**src/rtl/hex_scheduler.sv**
```systemverilog
// Six-digit HEX display sequencer: lot occupancy status by default, with timed
// event messages (hold, then blank gap) taken over a valid/ready handshake.

module display (
    input  logic [3:0] value,
    output logic [6:0] segments
);
    always_comb begin
        case (value)
            4'h0: segments = 7'b1000000;
            4'h1: segments = 7'b1111001;
            4'h2: segments = 7'b0100100;
            4'h3: segments = 7'b0110000;
            4'h4: segments = 7'b0011001;
            4'h5: segments = 7'b0010010;
            4'h6: segments = 7'b0000010;
            4'h7: segments = 7'b1111000;
            4'h8: segments = 7'b0000000;
            4'h9: segments = 7'b0010000;
            4'hA: segments = 7'b0001000;
            4'hB: segments = 7'b0000011;
            4'hC: segments = 7'b1000110;
            4'hD: segments = 7'b0100001;
            4'hE: segments = 7'b0000110;
            default: segments = 7'b0001110;
        endcase
    end
endmodule

module hex_scheduler #(
    parameter int HOLD_CYCLES = 25_000_000,
    parameter int GAP_CYCLES  = 2_500_000,
    parameter int CAPACITY    = 3
) (
    input  logic        clk,
    input  logic        reset,
    input  logic [3:0]  count,
    input  logic        evt_valid,
    input  logic [23:0] evt_data,
    input  logic [5:0]  evt_blank,
    output logic        evt_ready,
    output logic        busy,
    output logic [6:0]  HEX0,
    output logic [6:0]  HEX1,
    output logic [6:0]  HEX2,
    output logic [6:0]  HEX3,
    output logic [6:0]  HEX4,
    output logic [6:0]  HEX5
);
    localparam int MAX_CYCLES = (HOLD_CYCLES > GAP_CYCLES) ? HOLD_CYCLES : GAP_CYCLES;
    localparam int TW = $clog2(MAX_CYCLES + 1);
    localparam logic [TW-1:0] HOLD_LOAD = TW'(HOLD_CYCLES - 1);
    localparam logic [TW-1:0] GAP_LOAD  = TW'(GAP_CYCLES - 1);
    localparam logic [3:0] CAP = 4'(CAPACITY);

    localparam logic [6:0] SEG_BLANK = 7'b1111111;
    localparam logic [6:0] SEG_ONE   = 7'b1111001;
    localparam logic [6:0] SEG_F     = 7'b0001110;
    localparam logic [6:0] SEG_U     = 7'b1000001;
    localparam logic [6:0] SEG_L     = 7'b1000111;

    typedef enum logic [1:0] {STATUS, EVENT, GAP} state_t;

    state_t        state, state_next;
    logic [TW-1:0] timer, timer_next;
    logic [23:0]   data_q;
    logic [5:0]    blank_q;
    logic [3:0]    count_q;
    logic [3:0]    ones;
    logic [6:0]    ones_seg;
    logic [6:0]    evt_seg [6];
    logic [6:0]    hex_next [6];
    logic [6:0]    hex_q [6];
    logic          accept;

    // Handshake: a transfer happens on a rising edge where evt_valid and
    // evt_ready are both high and reset is low; evt_ready depends only on state.
    assign accept = evt_valid & evt_ready;

    always_ff @(posedge clk) begin
        if (reset) begin
            state <= STATUS;
            timer <= '0;
        end else begin
            state <= state_next;
            timer <= timer_next;
        end
    end

    always_ff @(posedge clk) begin
        count_q <= count;
        if (!reset && accept) begin
            data_q  <= evt_data;
            blank_q <= evt_blank;
        end
    end

    always_comb begin
        state_next = state;
        timer_next = timer;
        case (state)
            STATUS: if (accept) begin
                state_next = EVENT;
                timer_next = HOLD_LOAD;
            end
            EVENT: if (timer == '0) begin
                state_next = GAP;
                timer_next = GAP_LOAD;
            end else begin
                timer_next = timer - 1'b1;
            end
            GAP: if (timer == '0) begin
                state_next = STATUS;
            end else begin
                timer_next = timer - 1'b1;
            end
            default: state_next = STATUS;
        endcase
    end

    assign ones = (count_q >= 4'd10) ? count_q - 4'd10 : count_q;

    display u_ones (.value(ones), .segments(ones_seg));

    for (genvar i = 0; i < 6; i++) begin : g_evt
        display u_dig (.value(data_q[4*i +: 4]), .segments(evt_seg[i]));
    end

    always_comb begin
        evt_ready = (state == STATUS);
        busy      = (state != STATUS);
        for (int i = 0; i < 6; i++) hex_next[i] = SEG_BLANK;
        case (state)
            STATUS: begin
                hex_next[0] = ones_seg;
                if (count_q >= 4'd10) hex_next[1] = SEG_ONE;
                if (count_q >= CAP) begin
                    hex_next[2] = SEG_L;
                    hex_next[3] = SEG_L;
                    hex_next[4] = SEG_U;
                    hex_next[5] = SEG_F;
                end
            end
            EVENT: begin
                for (int i = 0; i < 6; i++)
                    if (!blank_q[i]) hex_next[i] = evt_seg[i];
            end
            default: ;
        endcase
    end

    always_ff @(posedge clk) begin
        for (int i = 0; i < 6; i++) begin
            if (reset) hex_q[i] <= SEG_BLANK;
            else       hex_q[i] <= hex_next[i];
        end
    end

    assign HEX0 = hex_q[0];
    assign HEX1 = hex_q[1];
    assign HEX2 = hex_q[2];
    assign HEX3 = hex_q[3];
    assign HEX4 = hex_q[4];
    assign HEX5 = hex_q[5];
endmodule
```
**config.mk**
```make
export PLATFORM = sky130hd
export DESIGN_NAME = hex_scheduler
export DESIGN_NICKNAME = d
export VERILOG_FILES = /design/src/rtl/hex_scheduler.sv
export SDC_FILE = /design/constraint.sdc
export NUM_CORES = 1
export LEC_CHECK = 0
export ABC_AREA = 0
export CAP_MARGIN = 20
export CORE_ASPECT_RATIO = 1.4
export CORE_MARGIN = 2
export CORE_UTILIZATION = 25
export CTS_CLUSTER_SIZE = 28
export DETAILED_ROUTE_END_ITERATION = 8
export PLACE_DENSITY_LB_ADDON = 0.2
export SYNTH_ARGS = -nofsm -noshare
export SYNTH_HDL_FRONTEND = slang
export SYNTH_SLANG_ARGS = --single-unit
export TNS_END_PERCENT = 5
```
**constraint.sdc**
```tcl
create_clock -name clk -period 2.8 [get_ports clk]
set_input_delay 0.84 -clock clk [delete_from_list [all_inputs] [get_ports clk]]
set_output_delay 0.84 -clock clk [all_outputs]
set_load 0.05 [all_outputs]
```
==> results.md <==
- Combinational power share: 0.213
- Nets: 940
- DIE WIDTH: 143 um
- Synth Register Bits: 145
- Pins Over Slew Limit: 0
- Post-detail-place hpwl: 14.2 mm
- Status: complete, no violations
- Kind of cell adding the most delay to the critical path: buffers and inverters
- Clock Tree Root: clkbuf_16
- CORE AREA: 26700 um^2
- Drt pass-1 iters: 5
- WP buf/inv: 3
- Hold buffers post-CTS: 0
- Final setup viols: 0
- Post-synthesis sequential area ratio: 0.475
- Non-Filler Instances: 1239
- F_max: 393 MHz
- CP cell instances: inv_1 > ha_4 > clkinv_1 > buf_4
- Final hold slack: 0.411 ns
- CP Max Fanout: 10
- Final hold violations: 0
- Clk network pwr share: 0.389
- Fin crit period: 2.54 ns
- Peak VDD IR: 0.426 mV
- Clk_skew: 0.00690 ns
- Sequential share of power: 0.398
- Clock buffer depth: 2
- P_sw: 1.70 mW
- Crit path DAT: 1.70 ns
- Share of layout cells above drive strength 1: 0.197
- Sw Share: 0.281
- Internal power: 4.37 mW
- Synth unique cells: 68
- Avg Synthesized Cell Area: 9.92 um^2
- Largest net degree at the start of global routing: 21
- Die area: 28300 um^2
- Starting density of the core: 0.252
- Top_reg_cell synth: dfxtp_1
- Depth of the CTS H-tree: 4
- Initial DRC Count: 217
- Slowest-stage cell, CP: dfxtp_1
- Hold Crit Class: reg2reg
- Critical path launch point type: flop
- CP Class: reg2out
- I/O Buffers: 80
- Synth Cell Area: 6750 um^2
- CP Capture Type: output pin
- Residual DRC: 0
- GPL Wtd Cong: 0.810
- Synth Net Count: 759
- Clk slew on worst S/H paths: 0.06 ns
- Post-CTS setup repair buffer count: 0
- Area Growth Syn to Fin: 39.4%
- # IOs: 81
- Pwr/cell area: 645 nW/um^2
- CTS tree: done
- Cts bufs inserted: 17
- Async SR Flop Fraction: 0
- Initial antenna violation count: 0
- Slew headroom: 0.531
- Max-Cap Viols: 0
- Placed cell count: 1207
- Mapped Cells: 680
- Num rows: 71
- Global-route wire length before repair: 31.1 mm
- Total congestion overflow: 0
- Vias in the first global route: 5993
- Worst-Margin Slew: 0.698 ns
- Slowest stage delay, CP: 0.34 ns
- Antenna Nets Post-Route: 0
- Via density: 4.61
- Unrepaired setup endpoints after global routing: false
- Antenna Diode Count: 0
- Clk sink count: 145
- Synth warnings: 0
- Gr usage total: 0.142
- Number of enable flip-flop cells after synthesis: 30
- Clock latency on the worst-skew pair: 0.42 ns
- Routed WL per cell: 15.1 um
- Tcrit/Tclk final: 0.909
- Vias: 5711
- Die Height: 198 um
- Routed Wire Length: 18.7 mm
- Leakage: 3.81 nW
- WP data required: 1.96 ns
==> routing by layer <==
metal,global-route usage,wire (um),vias to the layer above
met5,0,0,-
met4,0.0495,311,0
met3,0.0311,689,20
met2,0.264,9980,114
met1,0.158,7740,2709
li1,-,-,2868
==> area by class of cell <==
cell class                      count  area (um^2)
Timing Repair Buffer              188         1660
Tap cell                          365          457
Inverter                           36          135
Sequential cell                   145         3200
Clock buffer                       27          567
Clock inverter                      5         61.3
Fill cell                        2719        17300
Multi-Input combinational cell    473         3330
==> timing repair <==
action | 4_1_cts | 5_1_grt
hold endpoints to repair | 0 | 0
resized for setup | 1 | 0
endpoints found under the setup margin | 1 | 0
==> synthesized netlist by cell type, types with 4 or more instances <==
cell	number	area share
nor4_1	5	0.0046
edfxtp_1	30	0.13
mux2i_1	28	0.042
nand2b_1	4	0.0037
nor2_1	41	0.023
or3_1	24	0.022
a21oi_2	4	0.0052
clkbuf_1	19	0.011
nand2_1	61	0.034
a21oi_1	31	0.023
ha_1	42	0.078
a32o_1	11	0.016
o21ai_0	57	0.042
o22ai_1	7	0.0065
a211oi_1	11	0.012
buf_2	6	0.0044
nor2b_1	5	0.0046
o21ai_1	8	0.0059
nand4_1	5	0.0046
a22oi_1	4	0.0044
o211ai_1	5	0.0056
dfxtp_1	115	0.34
o31ai_1	9	0.010
inv_1	35	0.019
a31oi_1	6	0.0056
mux2_2	6	0.010
nor3_1	16	0.012
or2_2	6	0.0056
nand3_1	7	0.0052
or4_1	5	0.0056
o21a_1	5	0.0056
==> cells in the final DEF, fill, tap and decap left out, types with 7 or more instances in the layout <==
| cell type | netlist | layout |
|---|---|---|
| or3_1 | 24 | 24 |
| o31ai_1 | 9 | 9 |
| mux2i_1 | 28 | 25 |
| a32o_1 | 11 | 11 |
| ha_1 | 42 | 41 |
| inv_1 | 35 | 35 |
| nor3_1 | 16 | 15 |
| a21oi_1 | 31 | 31 |
| o22ai_1 | 7 | 7 |
| o21ai_0 | 57 | 57 |
| a211oi_1 | 11 | 11 |
| buf_4 | 0 | 105 |
| nor2_1 | 41 | 41 |
| clkbuf_16 | 0 | 20 |
| o21ai_1 | 8 | 8 |
| nand2_1 | 61 | 61 |
| edfxtp_1 | 30 | 30 |
| nand3_1 | 7 | 7 |
| clkdlybuf4s50_1 | 0 | 78 |
| dfxtp_1 | 115 | 115 |
==> cell families after synthesis <==
family                     synth area share
xor gates and xnor gates            0.00260
buffers and inverters                0.0367
DFF                                   0.475
AOI/OAI and AO/OA                     0.199
and+or+nand+nor                       0.146
muxes                                0.0615
adders and majority gates            0.0793
==> power by group through the flow <==
stage / clock, mW / sequential (mW) / combinational [mW]
6_report: 2.36 / 2.42 / 1.29
3_5_place_dp: 0 / 2.46 / 1.30
4_1_cts: 2.45 / 2.42 / 1.31
3_3_place_gp: 0 / 2.46 / 1.30
2_1_floorplan: 0 / 2.60 / 0.610
5_1_grt: 2.54 / 2.44 / 1.42
==> sequential cells by signal, indices dropped and copies added (netlist names) <==
register,cells
blank_q,6
count_q,4
data_q,24
g_evt.u_dig.segments,42
hex_q,42
state,2
timer,25
==> final timing paths <==
path | slack, ns | start | endpoint | cells past startpoint
worst max-delay path | 0.26 | state[0] | busy | 4
worst min-delay path | 0.41 | g_evt[4].u_dig.segments[6] | hex_q[4][6] | 1
worst max register to register | 0.31 | timer[0] | timer[13] | 9
worst min register to register | 0.41 | g_evt[4].u_dig.segments[6] | hex_q[4][6] | 1
==> stage by stage <==
step                utilization  total power [mW]  instance area, um^2  TNS [ns]  setup slack [ns]
floorplan                     -              3.21                 6780         0            0.0370
global placement          0.328              3.76                 8780    -0.750            -0.131
detailed placement        0.328              3.76                 8780     -1.17            -0.128
CTS                       0.352              6.17                 9410         0             0.188
global route              0.352              6.40                 9410         0            0.0835
finish                    0.352              6.07                 9410         0             0.256
Note: power is estimated with default switching activity, not from simulation.
